$ cat config.mk
export PLATFORM = sky130hd
export DESIGN_NAME = seven_segment_editor
export DESIGN_NICKNAME = d
export VERILOG_FILES = /design/src/rtl/seven_segment_pkg.sv /design/src/rtl/seven_segment_decoder.sv /design/src/rtl/seven_segment_editor.sv
export SDC_FILE = /design/constraint.sdc
export NUM_CORES = 1
export LEC_CHECK = 0
export ABC_AREA = 1
export CORE_AREA = 3 3 79 155
export CTS_BUF_LIST = sky130_fd_sc_hd__clkbuf_8
export DETAILED_ROUTE_END_ITERATION = 10
export DIE_AREA = 0 0 82 158
export REMOVE_ABC_BUFFERS = 1
export SYNTH_ARGS = -nofsm -noshare
export SYNTH_HDL_FRONTEND = slang
export SYNTH_HIERARCHICAL = 1
export SYNTH_SLANG_ARGS = --single-unit
$ cat constraint.sdc
create_clock -name clock -period 2.2 [get_ports clock]
set_input_delay 0.22 -clock clock [delete_from_list [all_inputs] [get_ports clock]]
set_output_delay 0.22 -clock clock [all_outputs]
set_load 0.005 [all_outputs]
$ cat src/rtl/seven_segment_pkg.sv
// Shared constants for the seven-segment editor: the active-low hex glyph
// table, the decimal-point bit position and the all-off blank pattern.
package seven_segment_pkg;

  // Bit position of the decimal point inside the 8-bit segment word.
  localparam int SEG_DP_BIT = 7;

  // Segment word that turns every segment (including dp) off.
  localparam logic [7:0] SEG_BLANK = 8'hFF;

  // Active-low glyphs, bits [6:0] = g,f,e,d,c,b,a; index = hex nibble.
  localparam logic [6:0] SEG_HEX_TABLE [16] = '{
    7'h40,  // 0
    7'h79,  // 1
    7'h24,  // 2
    7'h30,  // 3
    7'h19,  // 4
    7'h12,  // 5
    7'h02,  // 6
    7'h78,  // 7
    7'h00,  // 8
    7'h10,  // 9
    7'h08,  // A
    7'h03,  // b
    7'h46,  // C
    7'h21,  // d
    7'h06,  // E
    7'h0E   // F
  };

endpackage

$ cat src/rtl/seven_segment_decoder.sv
// Combinational hex nibble + decimal point to active-low segment word.
module seven_segment_decoder
  import seven_segment_pkg::*;
(
  input  logic [3:0] nibble_i,
  input  logic       point_i,
  output logic [7:0] segment_n_o
);

  // Look up the glyph and attach the active-low decimal point.
  always_comb begin
    segment_n_o             = {1'b1, SEG_HEX_TABLE[nibble_i]};
    segment_n_o[SEG_DP_BIT] = ~point_i;
  end

endmodule

$ cat src/rtl/seven_segment_editor.sv
// Multiplexed hex display with an editable value, per-digit decimal points
// and a movable cursor. Digits are scanned one slot of 2**CLOCK_DIVISIONS
// cycles at a time; segment and digit drives are registered.
// Optional feature: define SEVEN_SEGMENT_BLINK_EN to blank the cursor digit
// during alternate 2**BLINK_DIVISIONS-cycle half-periods.
module seven_segment_editor
  import seven_segment_pkg::*;
#(
  parameter int DIGITS          = 4,
  parameter int CLOCK_DIVISIONS = 18,
  parameter int BLINK_DIVISIONS = 24
) (
  input  logic                       clock,
  input  logic                       reset,
  input  logic                       loadPulse,
  input  logic [4*DIGITS-1:0]        loadData,
  input  logic                       leftPulse,
  input  logic                       rightPulse,
  input  logic                       upPulse,
  input  logic                       downPulse,
  input  logic                       togglePulse,
  output logic [4*DIGITS-1:0]        value,
  output logic [DIGITS-1:0]          pointEnable,
  output logic [$clog2(DIGITS)-1:0]  cursor,
  output logic [7:0]                 segmentEnableN,
  output logic [DIGITS-1:0]          digitEnableN
);

  localparam int CW = $clog2(DIGITS);
  localparam logic [CW-1:0] LAST_DIGIT = CW'(DIGITS - 1);

  // Parameter sanity checks at elaboration.
  if (DIGITS < 2 || DIGITS > 8) begin : g_bad_digits
    $error("seven_segment_editor: DIGITS must be within 2..8");
  end
  if (CLOCK_DIVISIONS < 1) begin : g_bad_clock_div
    $error("seven_segment_editor: CLOCK_DIVISIONS must be at least 1");
  end
  if (BLINK_DIVISIONS <= CLOCK_DIVISIONS) begin : g_bad_blink_div
    $error("seven_segment_editor: BLINK_DIVISIONS must exceed CLOCK_DIVISIONS");
  end

  logic [4*DIGITS-1:0]        value_q, value_d;
  logic [DIGITS-1:0]          point_q, point_d;
  logic [CW-1:0]              cursor_q, cursor_d;
  logic [CLOCK_DIVISIONS-1:0] scan_cnt_q, scan_cnt_d;
  logic [CW-1:0]              scan_idx_q, scan_idx_d;
  logic [7:0]                 seg_q, seg_d;
  logic [DIGITS-1:0]          dig_q, dig_d;

  logic [3:0] disp_nibble_s;
  logic       disp_point_s;
  logic [7:0] decoded_s;
  logic       blank_s;

  // Cursor movement; opposite strobes together cancel, both ends wrap.
  always_comb begin
    cursor_d = cursor_q;
    if (leftPulse && !rightPulse) begin
      if (cursor_q == LAST_DIGIT) begin
        cursor_d = '0;
      end else begin
        cursor_d = cursor_q + CW'(1);
      end
    end else if (rightPulse && !leftPulse) begin
      if (cursor_q == '0) begin
        cursor_d = LAST_DIGIT;
      end else begin
        cursor_d = cursor_q - CW'(1);
      end
    end else begin
      cursor_d = cursor_q;
    end
  end

  // Value and point edits at the pre-move cursor; load beats up/down.
  always_comb begin
    value_d = value_q;
    point_d = point_q;
    if (loadPulse) begin
      value_d = loadData;
    end else begin
      for (int i = 0; i < DIGITS; i++) begin
        if (CW'(i) == cursor_q) begin
          if (upPulse && !downPulse) begin
            value_d[4*i +: 4] = value_q[4*i +: 4] + 4'd1;
          end else if (downPulse && !upPulse) begin
            value_d[4*i +: 4] = value_q[4*i +: 4] - 4'd1;
          end else begin
            value_d[4*i +: 4] = value_q[4*i +: 4];
          end
        end else begin
          value_d[4*i +: 4] = value_q[4*i +: 4];
        end
      end
    end
    for (int i = 0; i < DIGITS; i++) begin
      if (togglePulse && (CW'(i) == cursor_q)) begin
        point_d[i] = ~point_q[i];
      end else begin
        point_d[i] = point_q[i];
      end
    end
  end

  // Free-running slot counter; the scanned digit advances when it wraps.
  always_comb begin
    scan_cnt_d = scan_cnt_q + CLOCK_DIVISIONS'(1);
    scan_idx_d = scan_idx_q;
    if (&scan_cnt_q) begin
      if (scan_idx_q == LAST_DIGIT) begin
        scan_idx_d = '0;
      end else begin
        scan_idx_d = scan_idx_q + CW'(1);
      end
    end else begin
      scan_idx_d = scan_idx_q;
    end
  end

  // Pick the nibble and point of the digit currently being scanned.
  always_comb begin
    disp_nibble_s = 4'h0;
    disp_point_s  = 1'b0;
    for (int i = 0; i < DIGITS; i++) begin
      if (CW'(i) == scan_idx_q) begin
        disp_nibble_s = value_q[4*i +: 4];
        disp_point_s  = point_q[i];
      end else begin
        disp_nibble_s = disp_nibble_s;
        disp_point_s  = disp_point_s;
      end
    end
  end

  seven_segment_decoder u_decoder (
    .nibble_i    (disp_nibble_s),
    .point_i     (disp_point_s),
    .segment_n_o (decoded_s)
  );

`ifdef SEVEN_SEGMENT_BLINK_EN
  // One extra bit so the MSB half-period is 2**BLINK_DIVISIONS cycles.
  localparam int BLINK_BITS = BLINK_DIVISIONS + 1;

  logic [BLINK_BITS-1:0] blink_q, blink_d;

  // Blink phase counter free-runs alongside the scan counter.
  always_comb begin
    blink_d = blink_q + BLINK_BITS'(1);
  end

  // Blink phase register.
  always_ff @(posedge clock) begin
    if (reset) begin
      blink_q <= '0;
    end else begin
      blink_q <= blink_d;
    end
  end

  // Blank only the cursor digit, and only in the upper blink half-period.
  always_comb begin
    blank_s = blink_q[BLINK_BITS-1] && (scan_idx_q == cursor_q);
  end
`else
  // Without blinking the cursor digit displays like any other.
  always_comb begin
    blank_s = 1'b0;
  end
`endif

  // Next segment/digit drive for the scanned digit.
  always_comb begin
    if (blank_s) begin
      seg_d = SEG_BLANK;
    end else begin
      seg_d = decoded_s;
    end
    dig_d = '1;
    for (int i = 0; i < DIGITS; i++) begin
      if (CW'(i) == scan_idx_q) begin
        dig_d[i] = 1'b0;
      end else begin
        dig_d[i] = 1'b1;
      end
    end
  end

  // Editor state, scan state and registered display drives.
  always_ff @(posedge clock) begin
    if (reset) begin
      value_q    <= '0;
      point_q    <= '0;
      cursor_q   <= '0;
      scan_cnt_q <= '0;
      scan_idx_q <= '0;
      seg_q      <= SEG_BLANK;
      dig_q      <= '1;
    end else begin
      value_q    <= value_d;
      point_q    <= point_d;
      cursor_q   <= cursor_d;
      scan_cnt_q <= scan_cnt_d;
      scan_idx_q <= scan_idx_d;
      seg_q      <= seg_d;
      dig_q      <= dig_d;
    end
  end

  assign value          = value_q;
  assign pointEnable    = point_q;
  assign cursor         = cursor_q;
  assign segmentEnableN = seg_q;
  assign digitEnableN   = dig_q;

endmodule

==> impl_results.md, run 1 <==
- Crit path launch type: flop
- FF-to-FF path depth: 12
- Clk sink count: 54
- Fraction of layout cells with a size suffix above 1: 11.6%
- Setup violators final: 0
- Post-route ant nets: 0
- Hold_sp: scan_cnt_q[0]$_SDFF_PP0_
- I/O pin count: 58
- Fmax: 477 MHz
- Data arrival, critical path: 2310 ps
- Via density: 4.70
- Design Area, Final: 4290 um^2
- Worst skew pair latency: 320 ps
- Vias in the first global route: 3,224
- Relative slew slack: 77.8%
- Setup crit end kind: flop
- Die area: 13,000 um^2
- Max incr delay on CP: 340 ps
- Max cap viols: 0
- All-Layer GR Usage: 14.7%
- Buf/Inv on CP: 3
- Initial Utilization: 29.8%
- Hold path depth: 1
- Origin of the critical flop-to-flop path: scan_idx_q[1]$_SDFFE_PP0P_
- CP top delay family: buffers and inverters
- Reg2reg setup slack: 100 ps
- Syn Inst Count: 481
- WP data required: 2420 ps
- 1st-iter DRT viols: 154
- Clock share of power: 24.7%
- RD Place Congestion: 0.859
- CTS clock-pin slew for the worst setup and hold paths: 100 ps
- Warnings from Yosys: 6
- Initial antenna violation count: 0
- CP cell instances: buf_4, ha_2, buf_4, a21oi_1, a21oi_2, buf_4, ha_1, nand2_1, o21ai_1, nand2_1, nand2_1, or2_2
- Die height: 158 um
- Pin count of the biggest net entering global routing: 29
- Placed inst area: 4110 um^2
- Final net count: 604
- Drt first pass iters: 4
- R2R Path End: segmentEnableN[5]$_SDFF_PP1_
- Leak Pwr: 1.85 nW
- DIE WIDTH: 82 um
- Vias: 3,255
- TNS Setup: 0 ps
- Internal power: 1.69 mW
- DP HPWL: 6910 um
- Worst Path Max Fanout: 6
- Yosys reg bits: 54
- Hold Slack: 479 ps
- CTS tree: done
- Status: completed
- Worst Hold Path EP: scan_cnt_q[0]$_SDFF_PP0_
- Sw power: 817 uW
- Min Tclk post-route: 2100 ps
- Slew Viols, Final: 0
- Routed length per instance: 13.0 um
- Sequential power share: 45.1%
- Max Clock Skew: 3.67 ps
- Sw frac: 32.6%
- Congestion Overflow GR: 0
- N_diodes: 0
- Mean post-synth cell area: 6.87 um^2
- Drt total wl: 9030 um
- Post-synthesis cell area: 3300 um^2
- Root Buffer: clkbuf_8
- DRC: 0
- Power after layout: 2.50 mW
- Row count: 54
- First-pass GRT wire length: 14,900 um
- Synth-to-layout area growth: 29.7%
- Final count of hold timing violations: 0
- Share of the core filled with cells: 38.7%
- Post-synthesis sequential area ratio: 32.7%
- Post-route clock period utilization: 95.2%
- VDD IR-drop max: 232 uV
- Pwr/cell area: 584 nW/um^2
- Clock Path Buffers: 2
- CTS Buf Count: 5
- Fillers: 1,197
- H-tree Lvls: 2
- Combinational share of power: 30.2%
- IO buf count: 57
- Hold Path Class: flop to flop
- Number of library cell types mapped by synthesis: 32
- Slowest cell on crit path: dfxtp_2
- Placeable Area: 11,100 um^2
- Worst-Margin Slew: 333 ps
- CP Class: flop to flop
==> worst max path at each step <==
| stage | startpoint | end | slack (ps) | cells past startpoint |
|---|---|---|---|---|
| 3_5_place_dp | scan_idx_q[0]$_SDFFE_PP0P_ | segmentEnableN[3]$_SDFF_PP1_ | 70 | 10 |
| 6_report | scan_idx_q[1]$_SDFFE_PP0P_ | segmentEnableN[5]$_SDFF_PP1_ | 100 | 12 |
| 3_3_place_gp | scan_idx_q[0]$_SDFFE_PP0P_ | segmentEnableN[3]$_SDFF_PP1_ | 90 | 12 |
| 2_1_floorplan | scan_idx_q[0]$_SDFFE_PP0P_ | segmentEnableN[3]$_SDFF_PP1_ | -40 | 11 |
| 5_1_grt | scan_idx_q[1]$_SDFFE_PP0P_ | segmentEnableN[3]$_SDFF_PP1_ | -20 | 12 |
| 4_1_cts | scan_idx_q[0]$_SDFFE_PP0P_ | segmentEnableN[3]$_SDFF_PP1_ | 50 | 12 |
==> cells in the mapped netlist <==
cell      instances  area [um^2]
xnor2_1           7         61.3
o21bai_1          1         7.51
o211a_1           1         10.0
ha_1             25          313
buf_4             2         15.0
xor2_1            3         26.3
or2_2             8         50.1
o21ai_1           2         10.0
nor2_1           50          188
nand3_2           2         20.0
o22ai_1           1         6.26
nand3_1          37          185
inv_2             2         7.51
nand2_2           1         6.26
o21ai_0          34          170
nor3_1            2         10.0
a21oi_1          34          170
clkbuf_1          4         15.0
nand2_1         132          495
nand2_4           1         11.3
a22oi_1           2         15.0
and2_1            1         6.26
o211ai_1          4         30.0
dfxtp_1          54         1080
nor3_4            1         16.3
fa_1              4         80.1
buf_2             6         30.0
nand4_1           1         6.26
inv_1            52          195
buf_6             1         11.3
nor2_4            1         11.3
o21ai_2           5         43.8
==> power by group through the flow <==
stage | registers (mW) | logic (mW) | clock network, mW
after global placement | 1.15 | 0.734 | 0
after CTS | 1.13 | 0.752 | 0.643
after detailed placement | 1.15 | 0.748 | 0
after global routing | 1.14 | 0.871 | 0.679
after floorplan | 1.14 | 0.416 | 0
final | 1.13 | 0.758 | 0.617
==> stage by stage <==
step / std cells / setup slack [ps]
global placement: 682 / 86.8
finish: 692 / 105
CTS: 690 / 47.7
global route: 692 / -19.3
floorplan: 468 / -43.7
detailed placement: 682 / 67.4
==> cells by family (layout without fill, tap and decap cells) <==
kind of cell,count (synthesis),after routing,synth area share (%)
compound gates,84,84,14.0
simple gates,237,237,30.4
xor+xnor,10,10,2.65
flops,54,54,32.7
fa+ha+maj,29,29,11.9
buf+inv,67,138,8.29
==> layout by cell type (no fill, tap or decap), drive strengths merged, types with 4 or more instances in the layout <==
cell type and n:
nand2 134, clkdlybuf4s50 57, dfxtp 54, inv 54, nor2 51, o21ai 41, nand3 39, a21oi 34
ha 25, buf 18, or2 8, xnor2 7, clkbuf 6, o211ai 4, fa 4
==> final cells by class <==
cell class / instances / area [um^2] / area share (%)
clock buffers: 6 / 82.6 / 1.93
clock inverters: 2 / 17.5 / 0.409
inverters: 54 / 203 / 4.73
multi-input cells: 360 / 2010 / 47.0
flip-flops and latches: 54 / 1080 / 25.3
well taps: 140 / 175 / 4.09
repair buffers: 75 / 706 / 16.5
repair inverters: 1 / 5.00 / 0.117
==> registers in the layout (all words and copies together) (netlist names) <==
| name | cells |
|---|---|
| value | 16 |
| scan_cnt_q | 18 |
| cursor | 2 |
| segmentEnableN | 8 |
| digitEnableN | 4 |
| pointEnable | 4 |
| scan_idx_q | 2 |
==> per-layer routing <==
metal | global-route usage [%] | part of all wire [%] | up-vias
met3 | 2.45 | 4.3 | 13
met1 | 14.8 | 37 | 1495
met5 | 0 | 0 | -
met2 | 28.3 | 57 | 70
li1 | - | - | 1677
met4 | 6.18 | 2.4 | 0
==> what timing repair did <==
item | in CTS | in global routing
resized for setup | 0 | 19
endpoints found under the setup margin | 0 | 7
setup buffers | 0 | 1
hold buffers | 0 | 0
(Power assumes the default switching activity.)
==> run 2: changes to the inputs <==
clock period = 2.1 ns   (was 2.2 ns; I/O delays follow)
==> run 2 against run 1 <==
Flip-flop and latch count did not move. Utilization grew 0.80 points. Design area is 2.1% higher. First-iteration DRC count fell by 27%. Via count up 0.43%. Critical path type unchanged. Clock-buffer cell count unchanged. Die area did not move. Largest cell class unchanged. Routed wire length grew 0.11%.
==> impl_results.md, run 2 (synthesis results as in run 1) <==
- Slowest cell on crit path: dfxtp_2
- Clk sink count: 54
- Worst-Margin Slew: 332 ps
- RSZ-0062 raised after global routing: true
- Max cap viols: 0
- DRC: 0
- Worst Path Max Fanout: 12
- Max incr delay on CP: 360 ps
- Max FFs per register: 18
- Setup crit end kind: flop
- Worst skew pair latency: 320 ps
- Pwr/cell area: 604 nW/um^2
- Initial antenna violation count: 0
- I/O pin count: 58
- Crit. Startpoint: scan_idx_q[0]$_SDFFE_PP0P_
- Share of the core filled with cells: 39.5%
- Congestion Overflow GR: 0
- Relative slew slack: 77.8%
- Worst Hold Path EP: scan_cnt_q[0]$_SDFF_PP0_
- Most common cell after layout, fill and taps aside: nand2_1
- First-pass GRT wire length: 14,700 um
- DP HPWL: 7000 um
- H-tree Lvls: 2
- Routed length per instance: 12.9 um
- VDD IR-drop max: 337 uV
- Placeable Area: 11,100 um^2
- IO buf count: 57
- Final count of hold timing violations: 0
- Post-route ant nets: 0
- CP Class: flop to flop
- Pin count of the biggest net entering global routing: 27
- Vias in the first global route: 3,183
- Hold-fix buffers, CTS: 0
- Die area: 13,000 um^2
- Placed inst area: 4190 um^2
- R2R Path End: segmentEnableN[4]$_SDFF_PP1_
- Origin of the critical flop-to-flop path: scan_idx_q[0]$_SDFFE_PP0P_
- Hold Slack: 469 ps
- Post-route clock period utilization: 95.2%
- CTS tree: done
- WP data required: 2320 ps
- Min Tclk post-route: 2000 ps
- Reg2reg setup slack: 100 ps
- Clock Path Buffers: 2
- Data arrival, critical path: 2210 ps
- Crit path launch type: flop
- DIE WIDTH: 82 um
- RD Place Congestion: 0.843
- Max Clock Skew: 7.99 ps
- Row count: 54
- Commonest non-fill, non-tap cells in the layout: nand2_1, clkdlybuf4s50_1, dfxtp_1, nor2_1, inv_1
- Hold_sp: scan_cnt_q[0]$_SDFF_PP0_
- Final net count: 615
- Drt first pass iters: 4
- Synth-to-layout area growth: 32.4%
- Slew Viols, Final: 0
- 1st-iter DRT viols: 113
- Hold Path Class: flop to flop
- Initial Utilization: 29.8%
- Die height: 158 um
- Vias: 3,269
- Fmax: 500 MHz
- CTS clock-pin slew for the worst setup and hold paths: 100 ps
- Drt total wl: 9040 um
- Hold path depth: 1
- Largest register by flop count: scan_cnt_q
- N_diodes: 0
- All-Layer GR Usage: 14.6%
- FF-to-FF path depth: 12
- CTS Buf Count: 5
- Status: completed
- CP cell instances: inv_2, ha_2, buf_4, buf_4, a21oi_1, a21oi_1, buf_4, inv_2, nand2_1, nand3_1, nand2_1, or2_2
- Design Area, Final: 4380 um^2
- Setup violators final: 0
- Most used cell, CP: buf_4
- Via density: 4.65
- Root Buffer: clkbuf_8
- Leak Pwr: 1.92 nW
- Fraction of layout cells with a size suffix above 1: 14.0%
==> run 2: changes by cell type in the layout (fill, tap and decap cells not counted), sizes merged <==
cell	previous run	this run
clkinvlp	1	0
buf	18	30
==> run 2: power by group <==
part | switching [mW] | internal [mW] | leakage, nW
Combinational | 0.416 | 0.413 | 1.42
Sequential | 0.0771 | 1.10 | 0.444
Clock | 0.364 | 0.272 | 0.0514
Total | 0.858 | 1.79 | 1.92
==> run 2: critical path: cells and delay by family (launching register included) <==
kind                     cells  cell delay, ps
AO/OA/AOI/OAI                2             230
adder cells (fa/ha/maj)      1             200
AND/OR/NAND/NOR              4             490
buffers and inverters        5             630
flip-flops                   1             360
==> run 2: how the worst max path moves through the flow <==
| stage | end | slack [ps] | cells after the start |
|---|---|---|---|
| 5_1_grt | segmentEnableN[3]$_SDFF_PP1_ | -30 | 15 |
| 4_1_cts | segmentEnableN[0]$_SDFF_PP1_ | 5 | 13 |
| 3_3_place_gp | segmentEnableN[3]$_SDFF_PP1_ | 40 | 12 |
| 3_5_place_dp | segmentEnableN[3]$_SDFF_PP1_ | -20 | 12 |
| 2_1_floorplan | segmentEnableN[3]$_SDFF_PP1_ | -140 | 11 |
| 6_report | segmentEnableN[4]$_SDFF_PP1_ | 100 | 12 |
==> run 2: per-stage QoR <==
step	cells	setup slack, ps	setup TNS, ps	power [mW]
finish	703	101	0	2.64
global route	703	-25.1	-29.6	2.83
CTS	702	5.09	0	2.68
detailed placement	693	-18.4	-30.0	2.01
global placement	693	42.4	0	1.99
floorplan	468	-144	-463	1.63
==> run 2: area by class of cell <==
type	instances	area, um^2
clock buffers	6	82.6
clock inverters	2	17.5
fillers	1179	6710
inverters	54	203
multi-input cells	360	2020
flip-flops and latches	54	1080
well taps	140	175
repair buffers	87	796
==> run 2: per-layer routing <==
layer	global-route usage, %	wire [um]	part of all wire [%]	vias up
li1	-	-	-	1702
met1	14.9	3440	38	1488
met2	27.9	4940	55	62
met3	2.33	330	3.7	17
met4	6.58	321	3.6	0
met5	0	0	0	-
==> run 2: timing repair <==
item,4_1_cts,5_1_grt
setup buffers,1,1
endpoints found under the setup margin,6,7
gates resized for setup,8,16
pin swaps,2,3
==> run 3: changes to the inputs <==
==> constraint.sdc (replaced) <==
create_clock -name clock -period 2.1 [get_ports clock]
set_input_delay 0.21 -clock clock [delete_from_list [all_inputs] [get_ports clock]]
set_output_delay 0.21 -clock clock [all_outputs]
set_load 0.05 [all_outputs]
==> run 3 against run 2 <==
Utilization rose by 1.3 points. Flip-flop and latch count did not move. Hold slack improved by 0.53 ps. Maximum frequency down 3.9%. Critical endpoint unchanged.
==> impl_results.md, run 3 (synthesis results as in run 1) <==
- Hold Slack: 470 ps
- Relative slew slack: 65.2%
- Inst Count DP: 695
- Die height: 158 um
- Max FFs per register: 18
- Reg2reg setup slack: 20 ps
- Worst Hold Path EP: scan_cnt_q[0]$_SDFF_PP0_
- Root Buffer: clkbuf_8
- Final net count: 620
- CTS clock-pin slew for the worst setup and hold paths: 100 ps
- All-Layer GR Usage: 15.0%
- Slew Viols, Final: 0
- Share of the core filled with cells: 40.8%
- Placed inst area: 4220 um^2
- Crit path launch type: flop
- H-tree Lvls: 2
- Data arrival, critical path: 2300 ps
- Placeable Area: 11,100 um^2
- Hold-fix buffers, CTS: 0
- Worst-Margin Slew: 520 ps
- Routed length per instance: 13.1 um
- Via density: 4.69
- Hold path depth: 1
- Final count of hold timing violations: 0
- Worst Path Max Fanout: 4
- Initial Utilization: 29.8%
- Setup crit end kind: flop
- Min Tclk post-route: 2080 ps
- FF-to-FF path depth: 13
- Max Clock Skew: 2.53 ps
- Vias in the first global route: 3,341
- RD Place Congestion: 0.801
- Pin count of the biggest net entering global routing: 29
- Drt total wl: 9250 um
- R2R Path End: segmentEnableN[4]$_SDFF_PP1_
- Row count: 54
- N_diodes: 0
- Fmax: 481 MHz
- Non-Filler Instances: 708
- Origin of the critical flop-to-flop path: scan_idx_q[1]$_SDFFE_PP0P_
- Status: completed
- Die area: 13,000 um^2
- Clk sink count: 54
- VDD IR-drop max: 351 uV
- Synth-to-layout area growth: 36.8%
- Fraction of layout cells with a size suffix above 1: 16.9%
- Design Area, Final: 4520 um^2
- DIE WIDTH: 82 um
- Post-route ant nets: 0
- Hold Path Class: flop to flop
- Congestion Overflow GR: 0
- Commonest non-fill, non-tap cells in the layout: nand2_1, clkdlybuf4s50_1, dfxtp_1, nor2_1, inv_1
- Clock Path Buffers: 2
- Largest register by flop count: scan_cnt_q
- RSZ-0062 raised after global routing: true
- I/O pin count: 58
- Crit. Startpoint: scan_idx_q[1]$_SDFFE_PP0P_
- IO buf count: 57
- Initial antenna violation count: 0
- Hold_sp: scan_cnt_q[0]$_SDFF_PP0_
- DP HPWL: 6920 um
- CTS tree: done
- CP Class: flop to flop
- Fillers: 1,186
- Max cap viols: 0
- Pwr/cell area: 676 nW/um^2
- Most common cell after layout, fill and taps aside: nand2_1
- WP data required: 2320 ps
- 1st-iter DRT viols: 114
- Worst skew pair latency: 320 ps
- CTS Buf Count: 5
- Setup violators final: 0
- Drt first pass iters: 4
- Post-route clock period utilization: 99.0%
- Leak Pwr: 1.96 nW
- First-pass GRT wire length: 15,000 um
- DRC: 0
- Vias: 3,320
## run 3: critical path, cell delays in order (launching register included)
cell and delay (ps):
dfxtp_4 370, inv_4 80, ha_4 140, buf_6 90
nand2_1 40, nand2_1 90, o211ai_1 120, a21oi_2 200
inv_2 90, buf_4 140, ha_1 200, nand3_1 90
nand2_1 50, or2_2 260
## run 3: through the flow
| stage | worst slack (ps) | power [mW] | setup TNS, ps |
|---|---|---|---|
| 5_1_grt | -74.7 | 3.24 | -288 |
| 4_1_cts | 5.98 | 3.02 | 0 |
| 3_5_place_dp | -7.49 | 2.25 | -7.49 |
| 2_1_floorplan | -336 | 1.87 | -1380 |
| 6_report | 20.4 | 3.06 | 0 |
| 3_3_place_gp | 59.5 | 2.24 | 0 |
## run 3: layout make-up
type / instances / area, um^2 / area share [%]
Clock buffer: 6 / 82.6 / 1.83
Clock inverter: 2 / 38.8 / 0.858
Inverter: 54 / 210 / 4.65
Multi-Input combinational cell: 360 / 2070 / 45.8
Sequential cell: 54 / 1090 / 24.1
Tap cell: 140 / 175 / 3.87
Timing Repair Buffer: 92 / 857 / 19.0
## run 3: worst max-delay path by stage
stage / endpoint / slack [ps] / cells after the start
2_1_floorplan: segmentEnableN[3]$_SDFF_PP1_ / -340 / 10
3_3_place_gp: segmentEnableN[4]$_SDFF_PP1_ / 60 / 12
3_5_place_dp: segmentEnableN[5]$_SDFF_PP1_ / -7 / 14
4_1_cts: segmentEnableN[5]$_SDFF_PP1_ / 6 / 14
5_1_grt: segmentEnableN[4]$_SDFF_PP1_ / -70 / 13
6_report: segmentEnableN[4]$_SDFF_PP1_ / 20 / 13
## run 3: timing repair
item	4_1_cts	5_1_grt
endpoints found under the setup margin	4	7
gates resized for setup	4	42
pin swaps	1	14
buffers inserted	1	4
## run 3: power breakdown
group          internal, mW  leakage, nW  total [mW]  switching [mW]
clock                 0.393       0.0618       0.771           0.378
combinational         0.441         1.46        1.11           0.673
sequential             1.10        0.445        1.17          0.0748
## run 3: per-layer routing
metal	part of all wire, %	track usage, %
met1	37	15.2
met2	57	28.4
met4	3.1	7.45
met3	3.2	2.51
met5	0	0
